--- src/rtl/dbus_arbiter_if.sv ---
`default_nettype none
// ============================================================================
// Module      : dbus_arbiter_if
// Description : Two-master data-bus bundle plus shared memory port.
// Revision    : 1.0 - initial release
// ============================================================================
interface dbus_arbiter_if #(
   parameter int MXLEN = 32
);
   logic             m0_req;
   logic             m0_we;
   logic [MXLEN-1:0] m0_addr;
   logic [MXLEN-1:0] m0_wdata;
   logic [3:0]       m0_wstrb;
   logic             m0_gnt;
   logic             m0_rvalid;
   logic [MXLEN-1:0] m0_rdata;

   logic             m1_req;
   logic             m1_we;
   logic [MXLEN-1:0] m1_addr;
   logic [MXLEN-1:0] m1_wdata;
   logic [3:0]       m1_wstrb;
   logic             m1_gnt;
   logic             m1_rvalid;
   logic [MXLEN-1:0] m1_rdata;

   logic             mem_en;
   logic             mem_we;
   logic [MXLEN-1:0] mem_addr;
   logic [MXLEN-1:0] mem_wdata;
   logic [3:0]       mem_wstrb;
   logic [MXLEN-1:0] mem_rdata;

   logic             starved;

   // Arbiter side
   modport slave (
      input  m0_req, m0_we, m0_addr, m0_wdata, m0_wstrb,
      output m0_gnt, m0_rvalid, m0_rdata,
      input  m1_req, m1_we, m1_addr, m1_wdata, m1_wstrb,
      output m1_gnt, m1_rvalid, m1_rdata,
      output mem_en, mem_we, mem_addr, mem_wdata, mem_wstrb,
      input  mem_rdata,
      output starved
   );

   // Requester / memory side
   modport master (
      output m0_req, m0_we, m0_addr, m0_wdata, m0_wstrb,
      input  m0_gnt, m0_rvalid, m0_rdata,
      output m1_req, m1_we, m1_addr, m1_wdata, m1_wstrb,
      input  m1_gnt, m1_rvalid, m1_rdata,
      input  mem_en, mem_we, mem_addr, mem_wdata, mem_wstrb,
      output mem_rdata,
      input  starved
   );
endinterface
`default_nettype wire

--- src/rtl/dbus_arbiter.sv ---
`default_nettype none
// ============================================================================
// Module      : dbus_arbiter
// Description : Fixed-priority data-port arbiter with master-1 starvation guard.
// Revision    : 1.0 - initial release
// ============================================================================
module dbus_arbiter #(
   parameter int MXLEN      = 32,
   parameter int STARVE_MAX = 4
) (
   input logic           CLK,
   input logic           RST,
   dbus_arbiter_if.slave bus
);
   localparam logic [0:0]       c_ST_NORMAL  = 1'b0;
   localparam logic [0:0]       c_ST_FORCE1  = 1'b1;
   localparam logic [1:0]       c_OWN_NONE   = 2'd0;
   localparam logic [1:0]       c_OWN_M0     = 2'd1;
   localparam logic [1:0]       c_OWN_M1     = 2'd2;
   localparam logic [3:0]       c_STARVE_MAX = 4'(STARVE_MAX);
   localparam logic [MXLEN-1:0] c_ZERO       = '0;

   logic [0:0]       r_state;
   logic [0:0]       w_state_nxt;
   logic [3:0]       r_cnt;
   logic [3:0]       w_cnt_nxt;
   logic [1:0]       r_owner;
   logic [1:0]       w_owner_nxt;
   logic             w_gnt0;
   logic             w_gnt1;
   logic             w_rv0;
   logic             w_rv1;
   logic             w_mem_we;
   logic [MXLEN-1:0] w_mem_addr;
   logic [MXLEN-1:0] w_mem_wdata;
   logic [3:0]       w_mem_wstrb;

   // Grants are purely combinational; reset blocks every acceptance.
   always_comb begin
      w_gnt0 = 1'b0;
      w_gnt1 = 1'b0;
      if (!RST) begin
         if (r_state == c_ST_FORCE1) begin
            w_gnt1 = bus.m1_req;
            w_gnt0 = bus.m0_req && !bus.m1_req;
         end else begin
            w_gnt0 = bus.m0_req;
            w_gnt1 = bus.m1_req && !bus.m0_req;
         end
      end
   end

   always_comb begin
      w_state_nxt = r_state;
      w_cnt_nxt   = r_cnt;
      if (r_state == c_ST_FORCE1) begin
         // Either the forced grant happened or master 1 withdrew.
         if (w_gnt1 || !bus.m1_req) begin
            w_cnt_nxt   = 4'd0;
            w_state_nxt = c_ST_NORMAL;
         end
      end else if (w_gnt1) begin
         w_cnt_nxt = 4'd0;
      end else if (bus.m1_req) begin
         if (r_cnt < c_STARVE_MAX) begin
            w_cnt_nxt = r_cnt + 4'd1;
         end
         if (w_cnt_nxt == c_STARVE_MAX) begin
            w_state_nxt = c_ST_FORCE1;
         end
      end
   end

   always_comb begin
      w_owner_nxt = c_OWN_NONE;
      if (w_gnt0 && !bus.m0_we) begin
         w_owner_nxt = c_OWN_M0;
      end else if (w_gnt1 && !bus.m1_we) begin
         w_owner_nxt = c_OWN_M1;
      end
   end

   always_ff @(posedge CLK) begin
      if (RST) begin
         r_state <= c_ST_NORMAL;
         r_cnt   <= 4'd0;
         r_owner <= c_OWN_NONE;
      end else begin
         r_state <= w_state_nxt;
         r_cnt   <= w_cnt_nxt;
         r_owner <= w_owner_nxt;
      end
   end

   always_comb begin
      w_mem_we    = 1'b0;
      w_mem_addr  = c_ZERO;
      w_mem_wdata = c_ZERO;
      w_mem_wstrb = 4'd0;
      if (w_gnt0) begin
         w_mem_we    = bus.m0_we;
         w_mem_addr  = bus.m0_addr;
         w_mem_wdata = bus.m0_wdata;
         w_mem_wstrb = bus.m0_wstrb;
      end else if (w_gnt1) begin
         w_mem_we    = bus.m1_we;
         w_mem_addr  = bus.m1_addr;
         w_mem_wdata = bus.m1_wdata;
         w_mem_wstrb = bus.m1_wstrb;
      end
   end

   // A read owner registered just before reset must not surface during it.
   assign w_rv0 = (r_owner == c_OWN_M0) && !RST;
   assign w_rv1 = (r_owner == c_OWN_M1) && !RST;

   assign bus.m0_gnt    = w_gnt0;
   assign bus.m1_gnt    = w_gnt1;
   assign bus.m0_rvalid = w_rv0;
   assign bus.m1_rvalid = w_rv1;
   assign bus.m0_rdata  = w_rv0 ? bus.mem_rdata : c_ZERO;
   assign bus.m1_rdata  = w_rv1 ? bus.mem_rdata : c_ZERO;
   assign bus.mem_en    = w_gnt0 || w_gnt1;
   assign bus.mem_we    = w_mem_we;
   assign bus.mem_addr  = w_mem_addr;
   assign bus.mem_wdata = w_mem_wdata;
   assign bus.mem_wstrb = w_mem_wstrb;
   assign bus.starved   = (r_state == c_ST_FORCE1) && !RST;

endmodule
`default_nettype wire
--- src/flat_wrapper.sv ---
// flat-port wrapper written by rule: the top's interface ports become plain ports
module dbus_arbiter_flat 
#(
   parameter int MXLEN      = 32,
   parameter int STARVE_MAX = 4
)
  (CLK, RST, bus_m0_req, bus_m0_we, bus_m0_addr, bus_m0_wdata, bus_m0_wstrb, bus_m0_gnt, bus_m0_rvalid, bus_m0_rdata, bus_m1_req, bus_m1_we, bus_m1_addr, bus_m1_wdata, bus_m1_wstrb, bus_m1_gnt, bus_m1_rvalid, bus_m1_rdata, bus_mem_en, bus_mem_we, bus_mem_addr, bus_mem_wdata, bus_mem_wstrb, bus_mem_rdata, bus_starved);
  dbus_arbiter_if #(.MXLEN(MXLEN)) bus_i ();
  input logic CLK;
  input logic RST;
  input wire logic [$bits(bus_i.m0_req)-1:0] bus_m0_req;
  input wire logic [$bits(bus_i.m0_we)-1:0] bus_m0_we;
  input wire logic [$bits(bus_i.m0_addr)-1:0] bus_m0_addr;
  input wire logic [$bits(bus_i.m0_wdata)-1:0] bus_m0_wdata;
  input wire logic [$bits(bus_i.m0_wstrb)-1:0] bus_m0_wstrb;
  output wire logic [$bits(bus_i.m0_gnt)-1:0] bus_m0_gnt;
  output wire logic [$bits(bus_i.m0_rvalid)-1:0] bus_m0_rvalid;
  output wire logic [$bits(bus_i.m0_rdata)-1:0] bus_m0_rdata;
  input wire logic [$bits(bus_i.m1_req)-1:0] bus_m1_req;
  input wire logic [$bits(bus_i.m1_we)-1:0] bus_m1_we;
  input wire logic [$bits(bus_i.m1_addr)-1:0] bus_m1_addr;
  input wire logic [$bits(bus_i.m1_wdata)-1:0] bus_m1_wdata;
  input wire logic [$bits(bus_i.m1_wstrb)-1:0] bus_m1_wstrb;
  output wire logic [$bits(bus_i.m1_gnt)-1:0] bus_m1_gnt;
  output wire logic [$bits(bus_i.m1_rvalid)-1:0] bus_m1_rvalid;
  output wire logic [$bits(bus_i.m1_rdata)-1:0] bus_m1_rdata;
  output wire logic [$bits(bus_i.mem_en)-1:0] bus_mem_en;
  output wire logic [$bits(bus_i.mem_we)-1:0] bus_mem_we;
  output wire logic [$bits(bus_i.mem_addr)-1:0] bus_mem_addr;
  output wire logic [$bits(bus_i.mem_wdata)-1:0] bus_mem_wdata;
  output wire logic [$bits(bus_i.mem_wstrb)-1:0] bus_mem_wstrb;
  input wire logic [$bits(bus_i.mem_rdata)-1:0] bus_mem_rdata;
  output wire logic [$bits(bus_i.starved)-1:0] bus_starved;
  assign bus_i.m0_req = bus_m0_req;
  assign bus_i.m0_we = bus_m0_we;
  assign bus_i.m0_addr = bus_m0_addr;
  assign bus_i.m0_wdata = bus_m0_wdata;
  assign bus_i.m0_wstrb = bus_m0_wstrb;
  assign bus_m0_gnt = bus_i.m0_gnt;
  assign bus_m0_rvalid = bus_i.m0_rvalid;
  assign bus_m0_rdata = bus_i.m0_rdata;
  assign bus_i.m1_req = bus_m1_req;
  assign bus_i.m1_we = bus_m1_we;
  assign bus_i.m1_addr = bus_m1_addr;
  assign bus_i.m1_wdata = bus_m1_wdata;
  assign bus_i.m1_wstrb = bus_m1_wstrb;
  assign bus_m1_gnt = bus_i.m1_gnt;
  assign bus_m1_rvalid = bus_i.m1_rvalid;
  assign bus_m1_rdata = bus_i.m1_rdata;
  assign bus_mem_en = bus_i.mem_en;
  assign bus_mem_we = bus_i.mem_we;
  assign bus_mem_addr = bus_i.mem_addr;
  assign bus_mem_wdata = bus_i.mem_wdata;
  assign bus_mem_wstrb = bus_i.mem_wstrb;
  assign bus_i.mem_rdata = bus_mem_rdata;
  assign bus_starved = bus_i.starved;
  dbus_arbiter #(.MXLEN(MXLEN), .STARVE_MAX(STARVE_MAX)) u_core (.CLK(CLK), .RST(RST), .bus(bus_i));
endmodule
--- config.mk ---
export PLATFORM = sky130hd
export DESIGN_NAME = dbus_arbiter_flat
export DESIGN_NICKNAME = d
export VERILOG_FILES = /design/src/rtl/dbus_arbiter_if.sv /design/src/rtl/dbus_arbiter.sv /design/src/flat_wrapper.sv
export SDC_FILE = /design/constraint.sdc
export NUM_CORES = 1
export LEC_CHECK = 0
export BUFFER_PORTS_ARGS = -buffer_cell sky130_fd_sc_hd__buf_4
export CORE_AREA = 2 2 122 124
export DETAILED_ROUTE_END_ITERATION = 8
export DIE_AREA = 0 0 124 126
export GPL_ROUTABILITY_DRIVEN = 0
export RECOVER_POWER = 25
export SYNTH_ARGS = -nofsm -noshare
export SYNTH_HDL_FRONTEND = slang
export SYNTH_SLANG_ARGS = --single-unit
--- constraint.sdc ---
create_clock -name CLK -period 2.8 [get_ports CLK]
set_input_delay 0.28 -clock CLK [delete_from_list [all_inputs] [get_ports CLK]]
set_output_delay 0.28 -clock CLK [all_outputs]
set_load 0.05 [all_outputs]
After elaboration in Yosys (flattened, before gate mapping)
Cells that the tools add are included.

Register bits after elaboration: 7. Input port bits: 174. Output and inout bits: 139. Word-level logic and storage cells: 56.

Add/subtract/negate cells: 1. Order comparisons: 1. Equality and inequality tests: 4. Muxes and demuxes: 29. Reduce and logical (&&, ||, !) cells: 17.

Operators by type and width (count): $mux W32 (6); $mux W4 (10); $mux W1 (12); $logic_and A1 B1 Y1 (7); $logic_not A1 Y1 (5); $add A4 B1 Y4 const B (1); $eq A4 B3 Y1 const B (1); $lt A4 B3 Y1 const B (1); $reduce_bool A3 Y1 (1); $eq A2 B1 Y1 const B (1); $eq A2 B2 Y1 const B (1); $logic_or A1 B1 Y1 (2); $mux W2 (1); $ne A2 B2 Y1 const B (1); $reduce_and A2 Y1 (1); $reduce_or A2 Y1 (1).

Logic depth before layout (Yosys ltp)
Word-level depth: 11. Gate-level depth with buffers: 6. Mapped depth without buffers: 4.

Worst setup path after synthesis
Ideal clock, no wire load.

Path kind: input -> output. From: input port RST. To: output port bus_m0_rdata[21]. Data arrival time: 1770 ps. Data required time: 2520 ps. Path slack: 750 ps. Stages: 4. Buffers on the path: 2. Path through: buf_6 > nor3b_2 > clkbuf_1 > and2_1.

Cells in the longest elaborated chain, start to end: 3.

Ends and longest elaborated chain: from (decl) (line flat_wrapper.sv:10) `input logic RST;`; $logic_not A1 Y1 (line dbus_arbiter.sv:114) `assign w_rv0 = (r_owner == c_OWN_M0) && !RST;`; $logic_and A1 B1 Y1 (line dbus_arbiter.sv:114); named net bus_m0_rvalid (line flat_wrapper.sv:17) `output wire logic [$bits(bus_i.m0_rvalid)-1:0] bus_m0_rvalid;`; $mux W32 (line dbus_arbiter.sv:121) `assign bus.m0_rdata = w_rv0 ? bus.mem_rdata : c_ZERO;`; to (decl) (line flat_wrapper.sv:18) `output wire logic [$bits(bus_i.m0_rdata)-1:0] bus_m0_rdata;`.

The timed path passes the listed nets, and every way through them passes these cells.

Worst setup path after layout
From: register u_core.r_owner[0]. To: output port bus_m0_rdata[8].

Cells in the longest elaborated chain, start to end: 3.

Ends and longest elaborated chain: from (decl) (line dbus_arbiter.sv:27) `logic [1:0] r_owner;`; from (signal assigned) (line dbus_arbiter.sv:87) `r_owner <= c_OWN_NONE;`; from (signal assigned) (line dbus_arbiter.sv:91) `r_owner <= w_owner_nxt;`; $eq A2 B1 Y1 (line dbus_arbiter.sv:114); $logic_and A1 B1 Y1 (line dbus_arbiter.sv:114); $mux W32 (line dbus_arbiter.sv:121).

No other way between the ends.

==> flow_summary_export.csv <==
group,metric,value,unit
timing,period_needed,2.259,ns
cts,cts_sinks,7,
routing,drt_iter0_markers,53,
timing,slew-limit-headroom,0.2887,
synthesis,syn_nets,368,
die,start_util,0.1090,
routing,wirelength,10.97,mm
die,fp.dieW,124,µm
power,internal_power,0.5921,mW
cts,cts_buffers,3,
finish,mostFrequentLayoutCell,"buf_4",
power,p_seq_frac,0.099,
die,fp.dieH,126,µm
cts,clk_latency,0.23,ns
global_routing,grt_pass1_vias,2723,
timing,tightest_slew,1.067,ns
setup_path,crit_path_end_kind,"output port",
synthesis,synthesis.area,1560,µm²
setup_path,worstPathRequired,2.52,ns
cts,htree_levels,1,
synthesis,ys_ff_latch,7,
timing,hold_viol,0,
min_path,worstHoldPathType,"in2reg",
die,core_area,14310,µm²
routing,drc,0,
timing,rsz0062_at_grt,"no",
finish,antenna_cells,0,
synthesis,netlist_instances,193,
cts,max-clock-path-buffers,2,
run_status,status,"finished, final reports clean",
synthesis,synth-warning-count,0,
global_routing,overflow,0,
finish,stdcell_count,677,
global_routing,grt_max_degree,44,
cts,cts_tree,"done",
setup_path,cp-startpoint,"u_core.r_owner[0]$_SDFF_PP0_",
global_routing,grt_usage,0.1223,
setup_path,critical_path_class,"reg2out",
setup_path,path_max_fanout,33,
die,ios,313,
routing,drtPass1Iterations,4,
synthesis,yosysSeqAreaShare,0.08982,
routing,route.vias.total,2767,
setup_path,crit_slowest_cell,"clkbuf_1",
timing,fin_crit_sh,0.8069,
power,power_density,263.0,nW/µm²
min_path,hp-start,"bus_m1_we",
finish,fin_nets,669,
finish,final_core_util,0.2814,
cts,root_buffer,"clkbuf_16",
placed_design,place_inst,673,
run,drv_cap,0,
timing,max_freq,442.6,MHz
power,clkPwrFrac,0.228,
setup_path,crit_chain,"nor3b_2 > clkbuf_1 > and2_1 > buf_4",
power,p_switching,0.4670,mW
timing,finalSetupViolations,0,
placed_design,io_buffers,312,
synthesis,avgSynthCellArea,8.084,µm²
synthesis,ys_types,23,
finish,area_growth,158.1,%
routing,antenna_left,0,
timing,slew_violations,0,
cts,postCtsSetupBuffers,0,
cts,cts-resized-gates,0,
die,num_rows,44,
power,ir_drop,0.00009552,V
routing,viasPerCell,4.087,
timing,tns,0,ns
finish,drive_gt1_frac,0.6471,
global_routing,grt_first_pass_wirelength,14.68,mm
finish,mostFrequentLayoutCells,"buf_4 (311), a22o_1 (69), and2_1 (47)",
setup_path,cp.arrival,1.98,ns
setup_path,crit_path_max_incr_delay,0.81,ns
power,swShare,0.4409,
die,dieArea,15620,µm²
setup_path,cp-start-kind,"flip-flop",
cts,clkSlewWorstSetupHoldPaths,0.04,ns
placed_design,place.detailed.hpwl,9.755,mm
routing,wl_per_cell,16.20,µm
power,share_comb_of_total_power,0.673,
global_routing,antenna_found_initial,0,
timing,fin_skew,0.0005124,ns
timing,finalHoldWorstSlack,0.2256,ns
setup_path,reg2reg_from,"u_core.r_state$_SDFF_PP0_",
cts,ctsHoldBuffers,0,
power,p_leak,2.173,nW
[layout make-up]
cell class	count	area, µm²
fillers	1555	10290
multi-input cells	160	1202
flip-flops and latches	7	140.1
repair buffers	318	2361
clock buffers	4	78.83
inverters	4	15.01
well taps	184	230.2
[power groups by stage]
stage | Clock, mW | Combinational (mW) | Sequential, mW
floorplan | 0 | 0.392 | 0.106
global placement | 0 | 0.717 | 0.106
detailed placement | 0 | 0.722 | 0.106
CTS | 0.242 | 0.723 | 0.105
global route | 0.248 | 0.746 | 0.105
finish | 0.242 | 0.713 | 0.104
[routing by layer]
| metal | global-route usage | wire length, µm |
|---|---|---|
| met1 | 0.1181 | 3570 |
| met2 | 0.2673 | 6253 |
| met3 | 0.01721 | 1103 |
| met4 | 0.01388 | 40 |
| met5 | 0 | 0 |
[critical path: cells and delay by family (launching register included)]
family                 cells  cell delay (ns)
buffers and inverters      2             1.01
DFF                        1             0.33
and+or+nand+nor            2             0.40
[per-stage QoR]
step           cell area, µm²  setup WS [ns]  total power, mW
6_report                 4028         0.5408            1.059
5_1_grt                  4028         0.3762            1.099
4_1_cts                  4054         0.7562            1.070
3_5_place_dp             3975         0.9467           0.8278
3_3_place_gp             3975         0.9713           0.8222
2_1_floorplan            1560         0.7501           0.4978
[Yosys cell counts (all sizes together)]
| master | count | share of area |
|---|---|---|
| a2111oi | 2 | 0.011 |
| a211oi | 1 | 0.013 |
| a21oi | 2 | 0.0064 |
| a22o | 69 | 0.39 |
| and2 | 65 | 0.26 |
| and2b | 1 | 0.0048 |
| buf | 16 | 0.12 |
| clkbuf | 6 | 0.014 |
| dfxtp | 7 | 0.090 |
| ha | 1 | 0.0080 |
| inv | 4 | 0.0096 |
| nand2 | 2 | 0.0048 |
| nand3 | 1 | 0.0032 |
| nand4b | 1 | 0.0056 |
| nor2 | 5 | 0.012 |
| nor2b | 3 | 0.012 |
| nor3b | 2 | 0.016 |
| nor4bb | 1 | 0.0064 |
| o211a | 1 | 0.0064 |
| o21ai | 1 | 0.0032 |
| o22ai | 1 | 0.0040 |
| o32ai | 1 | 0.0056 |
[logic make-up (layout without fill, tap and decap cells)]
logic type	after synthesis	count (layout)	share of synthesized area
AOI/OAI and AO/OA	78	78	0.4371
adders and majority gates	1	1	0.008018
buffers and inverters	26	326	0.1395
DFF	7	7	0.08981
and+or+nand+nor	81	81	0.3256
[state kept, by name, indices dropped and copies added, names as in the netlist]
register	flops
u_core.r_cnt	4
u_core.r_owner	2
u_core.r_state	1
[worst paths after layout]
path | slack, ns | endpoint | depth (start not counted)
setup / recovery | 0.54 | bus_m0_rdata[8] | 4
hold / removal | 0.23 | u_core.r_owner[1]$_SDFF_PP0_ | 2
setup reg to reg | 1.50 | u_core.r_owner[0]$_SDFF_PP0_ | 3
hold reg to reg | 0.48 | u_core.r_cnt[3]$_SDFFE_PP0P_ | 2
Note: power is estimated with default switching activity, not from simulation.
